**config.mk**
```make
export PLATFORM = sky130hd
export DESIGN_NAME = bp_cfg_init_loader
export DESIGN_NICKNAME = d
export VERILOG_FILES = /design/src/rtl/bp_common_cfg_pkg.sv /design/src/rtl/bp_cfg_credit_counter.sv /design/src/rtl/bp_cfg_init_loader.sv
export SDC_FILE = /design/constraint.sdc
export NUM_CORES = 1
export LEC_CHECK = 0
export CORE_ASPECT_RATIO = 1.75
export CORE_MARGIN = 2
export CORE_UTILIZATION = 32
export DETAILED_ROUTE_END_ITERATION = 8
export SLEW_MARGIN = 20
export SYNTH_ARGS = -nofsm -noshare
export SYNTH_HDL_FRONTEND = slang
export SYNTH_HIERARCHICAL = 1
export SYNTH_SLANG_ARGS = --single-unit
```
**constraint.sdc**
```tcl
create_clock -name clk_i -period 2.81 [get_ports clk_i]
set_input_delay 0.562 -clock clk_i [delete_from_list [all_inputs] [get_ports clk_i]]
set_output_delay 0.562 -clock clk_i [all_outputs]
set_load 0.05 [all_outputs]
```
**src/rtl/bp_common_cfg_pkg.sv**
```systemverilog
// Shared config-register encodings, cord field widths and processor-configuration
// helpers used by the boot-time config loader.
package bp_common_cfg_pkg;

    typedef enum logic [2:0] {
        e_cfg_freeze  = 3'd0,
        e_cfg_core_id = 3'd1,
        e_cfg_cord    = 3'd2,
        e_cfg_domain  = 3'd3
    } bp_cfg_reg_e;

    typedef enum logic [0:0] {
        e_bp_single_core_cfg = 1'b0,
        e_bp_quad_core_cfg   = 1'b1
    } bp_params_e;

    typedef enum logic [2:0] {
        e_idle          = 3'd0,
        e_send_cfg      = 3'd1,
        e_send_unfreeze = 3'd2,
        e_drain         = 3'd3,
        e_done          = 3'd4
    } bp_cfg_loader_state_e;

    localparam int cord_x_width_gp = 4;
    localparam int cord_y_width_gp = 4;

    function automatic int cfg_cc_x_dim(input bp_params_e p);
        case (p)
            e_bp_quad_core_cfg: return 2;
            default:            return 1;
        endcase
    endfunction

    function automatic int cfg_cc_y_dim(input bp_params_e p);
        case (p)
            e_bp_quad_core_cfg: return 2;
            default:            return 1;
        endcase
    endfunction

    // Compute tiles sit below one row of I/O complex tiles in every supported config.
    function automatic int cfg_ic_y_dim(input bp_params_e p);
        case (p)
            e_bp_quad_core_cfg: return 1;
            default:            return 1;
        endcase
    endfunction

    function automatic int cfg_num_core(input bp_params_e p);
        return cfg_cc_x_dim(p) * cfg_cc_y_dim(p);
    endfunction

    function automatic logic [15:0] cfg_cord_data(input bp_params_e p, input int c);
        int x;
        int y;
        logic [cord_x_width_gp-1:0] x_f;
        logic [cord_y_width_gp-1:0] y_f;
        x   = c % cfg_cc_x_dim(p);
        y   = c / cfg_cc_x_dim(p) + cfg_ic_y_dim(p);
        x_f = x[cord_x_width_gp-1:0];
        y_f = y[cord_y_width_gp-1:0];
        return {8'h00, y_f, x_f};
    endfunction

endpackage

```
**src/rtl/bp_cfg_credit_counter.sv**
```systemverilog
// Tracks config writes issued but not yet acknowledged; saturates at 0 and at max.
module bp_cfg_credit_counter
#(
    parameter int  max_credits_p = 4,
    localparam int width         = $clog2(max_credits_p + 1)
) (
    input  logic             clk_i,
    input  logic             reset_n_i,
    input  logic             inc_i,
    input  logic             dec_i,
    output logic [width-1:0] count_o,
    output logic             full_o,
    output logic             underflow_o
);

    localparam logic [width-1:0] full_count = width'(max_credits_p);

    // Credit register: simultaneous inc and dec cancel out.
    always_ff @(posedge clk_i or negedge reset_n_i) begin
        if (!reset_n_i) begin
            count_o <= '0;
        end else if (inc_i && !dec_i && !full_o) begin
            count_o <= count_o + width'(1);
        end else if (dec_i && !inc_i && (count_o != '0)) begin
            count_o <= count_o - width'(1);
        end else begin
            count_o <= count_o;
        end
    end

    assign full_o      = (count_o == full_count);
    assign underflow_o = dec_i & ~inc_i & (count_o == '0);

endmodule

```
**src/rtl/bp_cfg_init_loader.sv**
```systemverilog
// Boot-time config loader: freezes, identifies and places every core, then unfreezes
// them, throttled by a credit window of outstanding writes.
module bp_cfg_init_loader
    import bp_common_cfg_pkg::*;
#(
    parameter bp_params_e bp_params_p   = e_bp_single_core_cfg,
    parameter int         max_credits_p = 4,
    localparam int        num_core      = cfg_num_core(bp_params_p),
    localparam int        core_id_width = (num_core > 1) ? $clog2(num_core) : 1,
    localparam int        credit_width  = $clog2(max_credits_p + 1)
) (
    input  logic                     clk_i,
    input  logic                     reset_n_i,
    output logic                     cfg_v_o,
    input  logic                     cfg_ready_i,
    output logic [core_id_width-1:0] cfg_core_o,
    output bp_cfg_reg_e              cfg_addr_o,
    output logic [15:0]              cfg_data_o,
    input  logic                     cfg_ack_v_i,
    output logic                     done_o,
    output logic                     err_o
);

    localparam logic [core_id_width-1:0] last_core  = core_id_width'(num_core - 1);
    localparam logic [credit_width-1:0]  full_count = credit_width'(max_credits_p);

    bp_cfg_loader_state_e     state_r;
    bp_cfg_loader_state_e     state_s;
    logic [core_id_width-1:0] core_r;
    logic [core_id_width-1:0] core_s;
    logic [1:0]               step_r;
    logic [1:0]               step_s;
    logic [credit_width-1:0]  credits_s;
    logic [credit_width-1:0]  credits_next_s;
    logic                     full_s;
    logic                     underflow_s;
    logic                     fire_s;
    logic                     v_s;
    logic [core_id_width-1:0] core_out_s;
    bp_cfg_reg_e              addr_s;
    logic [15:0]              data_s;

    assign fire_s = cfg_v_o & cfg_ready_i;

    bp_cfg_credit_counter #(.max_credits_p(max_credits_p)) u_credits (
        .clk_i       (clk_i),
        .reset_n_i   (reset_n_i),
        .inc_i       (fire_s),
        .dec_i       (cfg_ack_v_i),
        .count_o     (credits_s),
        .full_o      (full_s),
        .underflow_o (underflow_s)
    );

    // Credit count after this edge; valid and the drain exit are decided from it.
    always_comb begin
        credits_next_s = credits_s;
        if (fire_s && !cfg_ack_v_i && !full_s) begin
            credits_next_s = credits_s + credit_width'(1);
        end else if (cfg_ack_v_i && !fire_s && (credits_s != '0)) begin
            credits_next_s = credits_s - credit_width'(1);
        end else begin
            credits_next_s = credits_s;
        end
    end

    // Sequencer: the pointer only advances when the presented write completes.
    always_comb begin
        state_s = state_r;
        core_s  = core_r;
        step_s  = step_r;
        case (state_r)
            e_idle: begin
                state_s = e_send_cfg;
                core_s  = '0;
                step_s  = 2'd0;
            end
            e_send_cfg: begin
                if (fire_s && (step_r == 2'd3)) begin
                    step_s = 2'd0;
                    if (core_r == last_core) begin
                        state_s = e_send_unfreeze;
                        core_s  = '0;
                    end else begin
                        core_s = core_r + core_id_width'(1);
                    end
                end else if (fire_s) begin
                    step_s = step_r + 2'd1;
                end else begin
                    step_s = step_r;
                end
            end
            e_send_unfreeze: begin
                if (fire_s && (core_r == last_core)) begin
                    state_s = e_drain;
                    core_s  = '0;
                end else if (fire_s) begin
                    core_s = core_r + core_id_width'(1);
                end else begin
                    core_s = core_r;
                end
            end
            e_drain: begin
                if (credits_next_s == '0) begin
                    state_s = e_done;
                end else begin
                    state_s = e_drain;
                end
            end
            e_done: begin
                state_s = e_done;
            end
            default: begin
                state_s = e_idle;
                core_s  = '0;
                step_s  = 2'd0;
            end
        endcase
    end

    // Payload for the write the next pointer selects; zero outside the send states.
    always_comb begin
        core_out_s = '0;
        addr_s     = e_cfg_freeze;
        data_s     = 16'h0000;
        v_s        = ((state_s == e_send_cfg) || (state_s == e_send_unfreeze))
                     && (credits_next_s != full_count);
        case (state_s)
            e_send_cfg: begin
                core_out_s = core_s;
                case (step_s)
                    2'd0: begin
                        addr_s = e_cfg_freeze;
                        data_s = 16'h0001;
                    end
                    2'd1: begin
                        addr_s = e_cfg_core_id;
                        data_s = 16'(core_s);
                    end
                    2'd2: begin
                        addr_s = e_cfg_cord;
                        data_s = cfg_cord_data(bp_params_p, int'(core_s));
                    end
                    default: begin
                        addr_s = e_cfg_domain;
                        data_s = 16'h0001;
                    end
                endcase
            end
            e_send_unfreeze: begin
                core_out_s = core_s;
                addr_s     = e_cfg_freeze;
                data_s     = 16'h0000;
            end
            default: begin
                core_out_s = '0;
            end
        endcase
    end

    // State, pointer and registered outputs.
    always_ff @(posedge clk_i or negedge reset_n_i) begin
        if (!reset_n_i) begin
            state_r    <= e_idle;
            core_r     <= '0;
            step_r     <= 2'd0;
            cfg_v_o    <= 1'b0;
            cfg_core_o <= '0;
            cfg_addr_o <= e_cfg_freeze;
            cfg_data_o <= 16'h0000;
            done_o     <= 1'b0;
            err_o      <= 1'b0;
        end else begin
            state_r    <= state_s;
            core_r     <= core_s;
            step_r     <= step_s;
            cfg_v_o    <= v_s;
            cfg_core_o <= core_out_s;
            cfg_addr_o <= addr_s;
            cfg_data_o <= data_s;
            done_o     <= (state_s == e_done);
            err_o      <= err_o | underflow_s;
        end
    end

endmodule

```
==> metrics.md <==
| Metric | Value |
|---|---|
| Largest net degree at the start of global routing | `19` |
| Resized cells post-CTS | `0` |
| Sequential fraction of design power | `28.2%` |
| Fill count | `403` |
| Xor/xnor share of the synthesized area | `0%` |
| I/O Buffers | `12` |
| Post-layout min period | `2.527 ns` |
| CP required | `just under 3 ns` |
| Layout cells sized above 1 | `between 10% and 20%` |
| Clock tree skew after final layout | `~0.0038 ns` |
| TritonCTS buffer count | `3` |
| Outcome | `finished clean` |
| Peak VDD IR | `roughly 0.00048 V` |
| Antenna violations before repair | `0` |
| Sw Ratio | `approximately 47%` |
| Clock share of power | `a little over an eighth` |
| Commonest non-fill, non-tap cell in the layout | `dfrtp_1` |
| Syn Inst Count | `138` |
| Avg Cell Area, Syn | `9.357 sq um` |
| Post-route ant nets | `0` |
| Most frequent cells in the layout | `18 x dfrtp_1, 14 x conb_1, 12 x clkdlybuf4s50_1` |
| Synth area leader | `dfrtp_1` |
| Vias in the first global route | `roughly 1000` |
| Origin of the worst setup path | `cfg_ready_i` |
| Pins Over Slew Limit | `0` |
| Worst Tran Pin Value | `approximately 0.84 ns` |
| Post-synth EDFFs | `0` |
| Via count | `1010` |
| Synth async-reset ratio | `100.0%` |
| HPWL Detailed | `between 2000 and 2500 microns` |
| DR DRC count | `0` |
| Standard-cell rows | `30` |
| Combinational power share | `about three fifths` |
| Clock transition at the registers of the reported paths | `~0.070 ns` |
| Placer Congestion | `~0.77` |
| Layout area overhead | `15.12%` |
| Compound-cell area share of the yosys netlist | `about a fifth` |
| N_diodes | `0` |
| Ys flop type | `dfrtp_1` |
| Highest clock rate | `between 300 and 400 MHz` |
| Post-CTS Setup Inserts | `0` |
| Sinks on Clock Net | `18` |
| Fin. Hold Viols | `0` |
| First-pass GRT wire length | `4560 microns` |
| Core area | `3866 sq um` |
| Yosys warns | `6` |
| Skew-Pair Late Insertion Delay | `between 0.2 and 0.3 ns` |
| IO Pins | `27` |
| Setup violations, final | `0` |
| Drt total wl | `~2700 microns` |
| Largest cells by area after synthesis | `dfrtp_1 35%, buf_4 8.1%, ha_1 6.8%, nor2_1 3.2%, nor2b_1 2.9%` |
| DRT iter0 DRCs | `13` |
| Critical Path Fanout Max | `5` |
| Max Cap Viol | `0` |
| Flop2flop setup slack | `between 0.6 and 0.7 ns` |
| Initial DRT Pass Iterations | `6` |
| CP max stage delay | `roughly 0.57 ns` |
| Total negative slack | `0 ns` |
| H-Tree Depth | `1` |
| CP max stage cell | `clkdlybuf4s50_1` |
| RSZ-0062 raised after global routing | `false` |
| Leak | `slightly below 0.7 nW` |
| NetSw | `about 0.76 mW` |
| Synth top area share | `around a third` |
| Mapped Area | `1291 sq um` |
| Non-Filler Instances | `about 200` |
| # placed instances | `a little under 200` |
| Final #Nets | `166` |
| Hold WC Path Type | `register to register` |
| Adder-cell share of the synthesized area | `8.333%` |
| Sequential element share of the synthesized area | `34.88%` |
| Crit-path cells | `clkdlybuf4s50_1 > nand2_2 > inv_1 > inv_2 > or3_1 > fa_1 > nor2b_1 > nor3_1 > a211oi_1` |
| Die height | `~90 microns` |
| Max clock buf depth | `2` |
| CP Launch Type | `primary input` |
| GRT overflow | `0` |
| Worst Hold Launch | `err_o` |
| Via/cell ratio | `about 5.0` |
| Mux share of post-synthesis cell area | `less than 1%` |
| Hold Path Stages | `1` |
| Die width | `about 52 microns` |
| Final core utilization | `about two fifths` |
| Relative slew slack | `44.13%` |
| WS Path Type | `primary input to register` |
| Largest family of logic cells by synthesized area | `simple AND/OR/NAND/NOR gates` |
| Simple-Gate Fraction of Synth Area | `about 23%` |
| Pint | `~0.85 mW` |
| Path depth of the worst reg2reg path | `6` |
| RR Endpoint | `u_credits/count_o[2]` |
| Final period utilization | `between 80% and 90%` |
| Die area | `around 4600 sq um` |
| Clock root cell | `clkbuf_8` |
| CP endpoint kind | `register` |
| # hold bufs at CTS | `0` |
| Synthesized flop and latch total | `18` |
| Initial core utilization | `between 30% and 40%` |
| Routed len/inst | `between 10 and 15 microns` |
| RR Startpoint | `u_credits/count_o[2]` |
| PwrDens | `roughly 1100 nW/um^2` |
| TritonCTS clock tree | `done` |
| Critical Path AT | `approximately 2.7 ns` |
| Count of cell types in the netlist | `54` |
| GRT Total Usage | `between 10% and 20%` |
| Hold endpoint | `err_o` |
[cell families after synthesis]
family                   Yosys count
AO/OA/AOI/OAI                     35
multiplexers                       1
flip-flops                        18
AND/OR/NAND/NOR                   46
adder cells (fa/ha/maj)            8
other                              1
buffers and inverters             29
[through the flow]
stage	setup WS, ns	total power, mW	hold WS [ns]	area, sq um
2_1_floorplan	0.4108	1.164	0.2664	1340
3_3_place_gp	0.1507	1.382	0.4530	1431
6_report	0.2826	1.614	0.4659	1486
5_1_grt	0.1770	1.756	0.5019	1486
4_1_cts	0.3341	1.630	0.4742	1486
3_5_place_dp	0.07237	1.411	0.4559	1431
[area by class of cell]
| type | instances | area (sq um) | area share (%) |
|---|---|---|---|
| Sequential cell | 18 | 450.4 | 30.30 |
| Clock buffer | 4 | 55.05 | 3.704 |
| Tap cell | 48 | 60.06 | 4.040 |
| Timing Repair Buffer | 17 | 157.7 | 10.61 |
| Inverter | 10 | 37.54 | 2.525 |
| Multi-Input combinational cell | 104 | 725.7 | 48.82 |
[power by group through the flow]
stage / sequential (mW) / clock (mW) / combinational (mW)
final: 0.455 / 0.213 / 0.946
after global routing: 0.473 / 0.234 / 1.05
after CTS: 0.454 / 0.221 / 0.955
after detailed placement: 0.460 / 0 / 0.951
after global placement: 0.457 / 0 / 0.925
after floorplan: 0.560 / 0 / 0.604
[flip-flops by register name (all words and copies together) (netlist names), 2 cells and up]
register / count
cfg_data_o: 3
state_r: 3
cfg_addr_o: 2
u_credits/count_o: 3
step_r: 2
[worst max-delay path, delay by kind of cell]
kind	cells	cell delay, ns
adder cells (fa/ha/maj)	1	0.41
buffers and inverters	3	0.71
AO/OA/AOI/OAI	1	0.26
AND/OR/NAND/NOR	4	0.72
[worst max path at each step]
stage,end,slack (ns),cells past startpoint
4_1_cts,u_credits/count_o[2],0.33,9
5_1_grt,u_credits/count_o[2],0.18,9
2_1_floorplan,u_credits/count_o[1],0.41,7
6_report,u_credits/count_o[2],0.28,9
3_3_place_gp,u_credits/count_o[1],0.15,8
3_5_place_dp,u_credits/count_o[2],0.07,9
[metal layers]
layer / share of wire (%) / up-vias / GRT usage [%]
met2: 61 / 15 / 25.55
met4: 2.3 / 0 / 7.177
met1: 35 / 484 / 13.22
met3: 2.1 / 5 / 1.536
met5: 0 / - / 0
li1: - / 506 / -
[Yosys cell counts (all sizes together), types with 2 or more instances]
cell and count:
and3b 3, o22ai 2, nor4bb 2, a31o 2
a211oi 3, nand2 3, buf 16, a221oi 2
nor3 4, nor2b 6, clkbuf 3, inv 10
ha 7, dfrtp 18, nand2b 4, o21ai 5
o32ai 2, nor2 11, and2 3, a21oi 5
(Power assumes the default switching activity.)
